## config.mk

```make
export PLATFORM = sky130hd
export DESIGN_NAME = regfile_sb
export DESIGN_NICKNAME = d
export VERILOG_FILES = /design/src/rtl/npc_pkg.sv /design/src/rtl/sb_counter.sv /design/src/rtl/regfile_sb.sv
export SDC_FILE = /design/constraint.sdc
export NUM_CORES = 2
export LEC_CHECK = 0
export BUFFER_PORTS_ARGS = -buffer_cell sky130_fd_sc_hd__buf_2
export CAP_MARGIN = 20
export CORE_ASPECT_RATIO = 1.1
export CORE_UTILIZATION = 55
export CTS_CLUSTER_DIAMETER = 100
export DETAILED_ROUTE_END_ITERATION = 8
export PLACE_DENSITY_LB_ADDON = 0.2
export SETUP_SLACK_MARGIN = 0.4
export SYNTH_ARGS = -nofsm -noshare
export SYNTH_HDL_FRONTEND = slang
export SYNTH_HIERARCHICAL = 1
export SYNTH_SLANG_ARGS = --single-unit
```

## constraint.sdc

```tcl
create_clock -name clk -period 3.42 [get_ports clk]
set_input_delay 0.684 -clock clk [delete_from_list [all_inputs] [get_ports clk]]
set_output_delay 0.684 -clock clk [all_outputs]
set_load 0.02 [all_outputs]
```

## src/rtl/npc_pkg.sv

```systemverilog
`default_nettype none
// ============================================================================
//  Module      : npc_pkg
//  Description : Shared register-file sizing constants and address type.
//  Revision    : 1.0 - initial release
// ============================================================================
package npc_pkg;
   localparam int XLEN   = 32;
   localparam int NREGS  = 32;
   localparam int REG_AW = 5;

   typedef logic [REG_AW-1:0] reg_addr_t;

   localparam reg_addr_t X0 = '0;
endpackage
`default_nettype wire

```

## src/rtl/sb_counter.sv

```systemverilog
`default_nettype none
// ============================================================================
//  Module      : sb_counter
//  Description : Saturating up/down pending-write counter with underflow pulse.
//  Revision    : 1.0 - initial release
// ============================================================================
module sb_counter #(
   parameter int CNT_W = 2
) (
   input  logic             clk,
   input  logic             rst,
   input  logic             i_inc,
   input  logic             i_dec,
   output logic [CNT_W-1:0] o_cnt,
   output logic             o_zero,
   output logic             o_max,
   output logic             o_unf
);
   localparam logic [CNT_W-1:0] c_CNT_MAX = '1;

   logic [CNT_W-1:0] r_cnt;

   assign o_cnt  = r_cnt;
   assign o_zero = (r_cnt == '0);
   assign o_max  = (r_cnt == c_CNT_MAX);
   // A writeback with nothing pending is an error even if an issue lands alongside.
   assign o_unf  = i_dec && o_zero;

   always_ff @(posedge clk or negedge rst) begin
      if (!rst) begin
         r_cnt <= '0;
      end else begin
         case ({i_inc, i_dec})
            2'b10:   if (!o_max)  r_cnt <= r_cnt + 1'b1;
            2'b01:   if (!o_zero) r_cnt <= r_cnt - 1'b1;
            default: r_cnt <= r_cnt;
         endcase
      end
   end
endmodule
`default_nettype wire

```

## src/rtl/regfile_sb.sv

```systemverilog
`default_nettype none
// ============================================================================
//  Module      : regfile_sb
//  Description : Integer register file, two async read ports, pending-write
//                scoreboard. Optional write-through: REGFILE_WB_BYPASS_EN.
//  Revision    : 1.0 - initial release
// ============================================================================
module regfile_sb
   import npc_pkg::*;
#(
   parameter int NREGS = npc_pkg::NREGS,
   parameter int XLEN  = npc_pkg::XLEN,
   parameter int CNT_W = 2
) (
   input  logic              clk,
   input  logic              rst,
   input  logic [XLEN-1:0]   wb_data,
   input  logic [REG_AW-1:0] wb_rd,
   input  logic              wb_reg_wen,
   input  logic [REG_AW-1:0] rs1_addr,
   input  logic [REG_AW-1:0] rs2_addr,
   output logic [XLEN-1:0]   rs1_data,
   output logic [XLEN-1:0]   rs2_data,
   output logic              rs1_busy,
   output logic              rs2_busy,
   input  logic              iss_valid,
   input  logic [REG_AW-1:0] iss_rd,
   input  logic              iss_wen,
   output logic              iss_ready,
   output logic              sb_err
);
   localparam int NSLOT = 1 << REG_AW;

   logic [XLEN-1:0]  r_regs [NSLOT];
   logic             r_sb_err;
   logic [CNT_W-1:0] w_cnt  [NSLOT];
   logic [NSLOT-1:0] w_zero;
   logic [NSLOT-1:0] w_max;
   logic [NSLOT-1:0] w_unf;
   logic             w_wb_q;
   logic             w_iss_inc;
   logic             w_hit1;
   logic             w_hit2;

   function automatic logic in_rf(input logic [REG_AW-1:0] a);
      return (a != X0) && (int'(a) < NREGS);
   endfunction

   assign w_wb_q    = wb_reg_wen && in_rf(wb_rd);
   assign w_iss_inc = iss_valid && iss_ready && iss_wen && in_rf(iss_rd);

   // Every address slot gets a counter view; x0 and out-of-range slots read as idle.
   generate
      for (genvar r = 0; r < NSLOT; r++) begin : g_slot
         if (r == 0 || r >= NREGS) begin : g_tie
            assign w_cnt[r]  = '0;
            assign w_zero[r] = 1'b1;
            assign w_max[r]  = 1'b0;
            assign w_unf[r]  = 1'b0;
         end else begin : g_cnt
            sb_counter #(.CNT_W(CNT_W)) u_cnt (
               .clk    (clk),
               .rst    (rst),
               .i_inc  (w_iss_inc && (iss_rd == REG_AW'(r))),
               .i_dec  (w_wb_q && (wb_rd == REG_AW'(r))),
               .o_cnt  (w_cnt[r]),
               .o_zero (w_zero[r]),
               .o_max  (w_max[r]),
               .o_unf  (w_unf[r])
            );
         end
      end
   endgenerate

   always_ff @(posedge clk or negedge rst) begin
      if (!rst) begin
         for (int i = 0; i < NSLOT; i++) r_regs[i] <= '0;
         r_sb_err <= 1'b0;
      end else begin
         if (w_wb_q)  r_regs[wb_rd] <= wb_data;
         if (|w_unf)  r_sb_err      <= 1'b1;
      end
   end

`ifdef REGFILE_WB_BYPASS_EN
   assign w_hit1 = rst && w_wb_q && (wb_rd == rs1_addr);
   assign w_hit2 = rst && w_wb_q && (wb_rd == rs2_addr);
`else
   assign w_hit1 = 1'b0;
   assign w_hit2 = 1'b0;
`endif

   assign rs1_data = !in_rf(rs1_addr) ? '0 : (w_hit1 ? wb_data : r_regs[rs1_addr]);
   assign rs2_data = !in_rf(rs2_addr) ? '0 : (w_hit2 ? wb_data : r_regs[rs2_addr]);

   // On a same-cycle writeback hit, busy looks at the count after this write retires.
   assign rs1_busy = w_hit1 ? (w_cnt[rs1_addr] > CNT_W'(1)) : !w_zero[rs1_addr];
   assign rs2_busy = w_hit2 ? (w_cnt[rs2_addr] > CNT_W'(1)) : !w_zero[rs2_addr];

   assign iss_ready = !(iss_wen && w_max[iss_rd] && !(w_wb_q && (wb_rd == iss_rd)));
   assign sb_err    = r_sb_err;
endmodule
`default_nettype wire
```

After elaboration in Yosys (flattened, before gate mapping). Index checks and enable logic that the tools add are counted.

Bits in registers: 1087. Bits of input ports: 57. Logic and storage cells: 667.

Add/sub/neg operators: 62. Order comparisons: 7. Equality and inequality tests: 218. Multiplexer cells: 110. Bitwise gates (word level): 3. Reduce and logical (&&, ||, !) cells: 203.

Operator list (count): 1024-bit bitwise mux (1); 32-bit binary-select mux with 5-bit select (2); 32-bit 2-to-1 mux (7); 32-bit demux with 5-bit select (1); 5-bit equality test (second input constant) (32); 2-bit equality test (second input constant) (62); 2-bit 2-to-1 mux (62); 2-bit inequality test (second input constant) (62); 2-bit case mux with 2 select lines (31); 1-bit logical AND (101); 3-bit AND reduction (31); 5-bit by 4-bit equality test with 1-bit output (second input constant) (16); 2-bit by 1-bit adder with 2-bit output (second input constant) (31); 2-bit by 1-bit equality test with 1-bit output (second input constant) (31); 2-bit zero test (31); 2-bit nonzero test (31); 2-bit by 1-bit subtractor with 2-bit output (second input constant) (31); 5-bit by 3-bit equality test with 1-bit output (second input constant) (8); 31-bit OR reduction (1); 5-bit by 2-bit equality test with 1-bit output (second input constant) (4); 5-bit nonzero test (4); 6-bit greater-or-equal comparator (second input constant) (3); 5-bit by 6-bit < comparator with 1-bit output (second input constant) (3); 5-bit inverter with 6-bit output (3); other kinds (6) (14).

Depth between registers and ports, before layout.
Word-level depth: 13. Mapped depth: 11. Mapped depth without buffers: 9.

Modules after synthesis. Netlist, hierarchy kept.

By module, submodules not included: regfile_sb (times used 1, cells each 3647, area an instance 55236.7 um2); sb_counter (times used 31, cells each 15, area an instance 130.1 um2).

Worst setup path after synthesis. No wires, ideal clock.

Kind: input to output. From: input rs1_addr[0]. To: output rs1_busy. Data arrival time: 2637 ps. Required time: 2736 ps. Setup slack: 99 ps. Stages: 6. Cells stage by stage: clkbuf_1 -> buf_2 -> buf_4 -> mux4_2 -> mux4_2 -> mux2i_1.

Cells in the longest elaborated chain, start to end: 3.

RTL lines: start, declared (RTL line regfile_sb.sv:20) `input logic [REG_AW-1:0] rs1_addr,`; 1-bit binary-select mux with 5-bit select (RTL line regfile_sb.sv:97) `assign rs1_busy = w_hit1 ? (w_cnt[rs1_addr] > CNT_W'(1)) : !w_zero[rs1_addr];`; 1-bit 2-to-1 mux (implied by the code) (RTL line regfile_sb.sv:97); 1-bit zero test (RTL line regfile_sb.sv:97); end, declared (RTL line regfile_sb.sv:24) `output logic rs1_busy,`.

Every way passes these cells. The select of a mux whose other input is x is not followed.

Final worst setup path.
From: register g_slot[15].g_cnt.u_cnt.r_cnt[1]. To: output rs2_busy.

Cells in the longest elaborated chain, start to end: 4.

RTL lines: start, declared (RTL line sb_counter.sv:21) `logic [CNT_W-1:0] r_cnt;`; start signal, assigned (RTL line sb_counter.sv:34) `2'b10: if (!o_max) r_cnt <= r_cnt + 1'b1;`; start signal, assigned (RTL line sb_counter.sv:35) `2'b01: if (!o_zero) r_cnt <= r_cnt - 1'b1;`; start signal, assigned (RTL line sb_counter.sv:36) `default: r_cnt <= r_cnt;`; 2-bit zero test (RTL line sb_counter.sv:24) `assign o_zero = (r_cnt == '0);`; net w_zero[15] (RTL line regfile_sb.sv:37) `logic [NSLOT-1:0] w_zero;`; 1-bit binary-select mux with 5-bit select (RTL line regfile_sb.sv:98) `assign rs2_busy = w_hit2 ? (w_cnt[rs2_addr] > CNT_W'(1)) : !w_zero[rs2_addr];`; 1-bit 2-to-1 mux (implied by the code) (RTL line regfile_sb.sv:98); 1-bit zero test (RTL line regfile_sb.sv:98); end, declared (RTL line regfile_sb.sv:25) `output logic rs2_busy,`.

The timed path passes the listed nets, and every way through them passes these cells. The select of a mux whose other input is x is not followed.

==> out/results.md <==
### Synth
• **main combinational cell family by area after synthesis** multiplexers
• **gate count of the mapped netlist** 4112
• **register area share after synthesis** 45.9%
• **top-area cell type share of the netlist area** 45.9%
• **count of distinct cell types in the synthesized netlist** 44
• **area fraction in compound gates after synthesis** 1.69%
• **number of flops mapped to enable cells by yosys** 0
• **top area cells in the synthesized netlist** sky130_fd_sc_hd__dfrtp_1 46%, sky130_fd_sc_hd__mux4_2 25%, sky130_fd_sc_hd__mux2_2 15%
• **simple-gate portion of the synthesized area** 6.50%
• **synthesized netlist net count** 4169
• **most used standard cell by instance count after synthesis** sky130_fd_sc_hd__dfrtp_1
• **largest area contributor in the netlist** sky130_fd_sc_hd__dfrtp_1
• **most frequently used flop master after synthesis** sky130_fd_sc_hd__dfrtp_1
• **syn_area_per_cell** 14.4 um^2
• **count of synthesis-stage warnings from yosys** 6
• **number of storage elements in the synthesis netlist** 1087
• **multiplexer area fraction after synthesis** 42.4%
• **XOR/XNOR Fraction of Synth Area** 0.0739%
• **Post-Synth Adder-Cell Area** 0%
• **Synth async-reset ratio** 100%
• **cell types with the highest counts after synthesis** 1087 x sky130_fd_sc_hd__dfrtp_1, 780 x sky130_fd_sc_hd__mux2_2, 662 x sky130_fd_sc_hd__mux4_2
• **Post-Syn Area** 59300 um^2

### Worst setup path
• **Crit Path Class** flop to output pin
• **data required time at the worst endpoint** 2.74 ns
• **max incr delay on CP** 0.53 ns
• **cell with the biggest individual delay on the critical path** sky130_fd_sc_hd__mux4_2
• **Reg2Reg Capture Point** g_slot[10].g_cnt.u_cnt/o_cnt[0]
• **ordered cell list for the critical path** nor2_1 -> mux4_2 -> mux4_2 -> mux2i_4 -> buf_6
• **setup slack, reg-to-reg** 0.51 ns
• **Bufs and invs on worst path** 1
• **worst reg2reg startpoint** g_slot[31].g_cnt.u_cnt/o_cnt[0]
• **arrival time at the worst endpoint** 2.68 ns
• **start point of the critical path** g_slot[15].g_cnt.u_cnt/o_cnt[1]
• **count of cells along the worst register-to-register path** 11
• **CP most frequent cell** sky130_fd_sc_hd__mux4_2
• **critical path endpoint category** output pin
• **Worst path top cell family by delay** multiplexers
• **CP Max Fanout** 6
• **Critical Path Start Type** flop

### STA
• **post-route clock skew** 0.0112 ns
• **Tightest Pin Transition** 1.12 ns
• **relative slew slack** 24.9%
• **worst hold slack** 0.392 ns
• **Peak Freq** 297 MHz
• **final cycle utilization of the critical path** 98.5%
• **Setup TNS** 0 ns
• **Final Hold Fails** 0
• **unrepaired setup endpoints after global routing** true
• **final critical path time including I/O delays and setup** 3.37 ns
• **final-report setup violation count** 0
• **number of max-slew violations in the final report** 0

### Power and ir drop
• **switching power summed over all nets** 0.0109 W
• **Sw Ratio** 27.5%
• **Internal Dissipation** 0.0288 W
• **proportion of power drawn by the clock network** 34.1%
• **peak supply drop** 0.384 mV
• **power per unit of standard cell area** 560 nW/um^2
• **combinational power share** 23.0%
• **overall power consumption** 0.0397 W
• **relative contribution of sequential cells to total power** 42.9%
• **Leak** 31.1 nW

### Global routing
• **global-route wire length before repair** 269 mm
• **number of global-route vias before repair** 40.9k
• **initial antenna violation count** 7
• **leftover overflow at the end of global routing** 0
• **maximum number of pins on one net before global-route repair** 100
• **overall fraction of global-route tracks in use** 33.5%

### Routing
• **iteration-0 DRC count of the detailed router** 3947
• **routed length per instance** 30.7 um
• **number of remaining DRC errors** 12
• **number of nets with antenna violations after detailed routing** 0
• **routed vias/inst** 6.77
• **router iterations before antenna repair** 7
• **vias after detailed routing** 39.3k
• **final WL** 178 mm

### Place
• **cell total after placement** 5455
• **Final Wtd Congestion** 0.845
• **count of input and output buffers** 124
• **half-perimeter wire length after placement** 103 mm

### Die
• **placeable core region** 106000 um^2
• **height of the chip** 346 um
• **standard-cell row count** 125
• **Horiz. Die Dim** 315 um
• **initial cell density of the core** 55.8%
• **I/O pin count** 125
• **die footprint** 109000 um^2

### Clock tree
• **CTS tree** yes
• **number of buffers on the longest clock path** 3
• **clock insertion delay at the later pin of the skew report** 0.72 ns
• **TritonCTS buffer count** 115
• **H-tree depth** 3
• **Root Buffer** sky130_fd_sc_hd__clkbuf_16
• **clock-pin slew on the worst setup and hold paths** 0.06 ns
• **number of clock sinks** 1087

### Cells and area
• **area growth from synthesis to layout** 19.6%
• **utilization after layout** 66.8%
• **number of nets in the final layout** 4374
• **fillcell total** 7286
• **footprint of the multi-input gates** 30900 um^2
• **storage element area** 27200 um^2
• **fraction of layout cells with a size suffix above 1** 54.8%
• **Post-Layout Cell Count** 5813

### Min path
• **Min-Delay Path Class** flop to flop
• **Min-Delay Endpoint** r_regs[1011]
• **launch point of the worst hold path** r_regs[1011]
• **cell count of the worst hold path** 0

### Job
• **number of maximum-capacitance violations** 0

### Status
• **violations in the final reports** DRC
• **status** finished with violations

==> registers in the layout, indices dropped and copies added, names as in the netlist <==
name and cells:
r_regs 1024, g_slot.g_cnt.u_cnt/o_cnt 62, sb_err 1
==> power by group through the flow <==
| stage | Clock (W) | Sequential [W] | Combinational [W] |
|---|---|---|---|
| 6_report | 0.0136 | 0.0170 | 0.00913 |
| 5_1_grt | 0.0142 | 0.0173 | 0.00970 |
| 3_3_place_gp | 0 | 0.0170 | 0.00789 |
| 4_1_cts | 0.0137 | 0.0169 | 0.00901 |
| 3_5_place_dp | 0 | 0.0172 | 0.00809 |
| 2_1_floorplan | 0 | 0.0165 | 0.00623 |
==> how the worst max path moves through the flow <==
stage	endpoint	cells after the start	slack [ns]
4_1_cts	iss_ready	7	0.02
5_1_grt	iss_ready	7	0.02
3_3_place_gp	iss_ready	7	-0.05
3_5_place_dp	iss_ready	7	-0.07
6_report	rs2_busy	5	0.05
2_1_floorplan	rs1_busy	6	0.38
==> metal layers <==
layer	GRT usage (%)	part of all wire, %	vias to the layer above	wire [um]
met5	0	0.022	-	39
met4	12.0	3.7	6	6630
met3	5.74	7.9	415	14200
met2	52.7	48	1863	86100
met1	47.4	40	21200	71500
li1	-	-	15900	-
==> logic make-up after synthesis <==
| logic type | Yosys count |
|---|---|
| simple gates | 782 |
| mux | 1568 |
| compound gates | 169 |
| buf+inv | 501 |
| flops | 1087 |
| xor+xnor | 5 |
==> repair_timing <==
item,CTS,global route
pin swaps,4,5
setup buffers,91,11
gates resized for setup,366,80
hold buffers,1,0
endpoints found under the hold margin,41,0
gates cloned,33,5
endpoints found under the setup margin,67,79
==> final cells by class <==
cell class / instances / share of cell area [%]
multi-input combinational: 2525 / 43.6
sequential: 1087 / 38.4
timing repair buffer: 499 / 9.30
clock buffer: 156 / 4.64
tap: 1397 / 2.46
clock inverter: 57 / 1.16
inverter: 89 / 0.471
antenna: 3 / 0.0106
==> per-stage QoR <==
stage | area (um^2) | setup slack (ns)
finish | 70900 | 0.0523
global route | 70900 | 0.0171
CTS | 70400 | 0.0169
detailed placement | 63300 | -0.0743
global placement | 63300 | -0.0504
floorplan | 59800 | 0.381
==> cell usage in the layout (no fill, tap or decap), types with 51 or more instances in the layout <==
| master | synthesis | routed |
|---|---|---|
| sky130_fd_sc_hd__clkbuf_16 | 0 | 121 |
| sky130_fd_sc_hd__mux2_2 | 780 | 780 |
| sky130_fd_sc_hd__buf_6 | 3 | 108 |
| sky130_fd_sc_hd__nor2_1 | 111 | 96 |
| sky130_fd_sc_hd__nand2b_1 | 64 | 63 |
| sky130_fd_sc_hd__inv_1 | 85 | 51 |
| sky130_fd_sc_hd__mux2_1 | 117 | 117 |
| sky130_fd_sc_hd__buf_4 | 3 | 163 |
| sky130_fd_sc_hd__nand2_1 | 372 | 299 |
| sky130_fd_sc_hd__nand2_2 | 0 | 61 |
| sky130_fd_sc_hd__mux4_2 | 662 | 663 |
| sky130_fd_sc_hd__dfrtp_1 | 1087 | 1080 |
| sky130_fd_sc_hd__buf_12 | 0 | 103 |
| sky130_fd_sc_hd__and2_1 | 63 | 61 |
No activity file was read; power rests on OpenSTA's default activity.
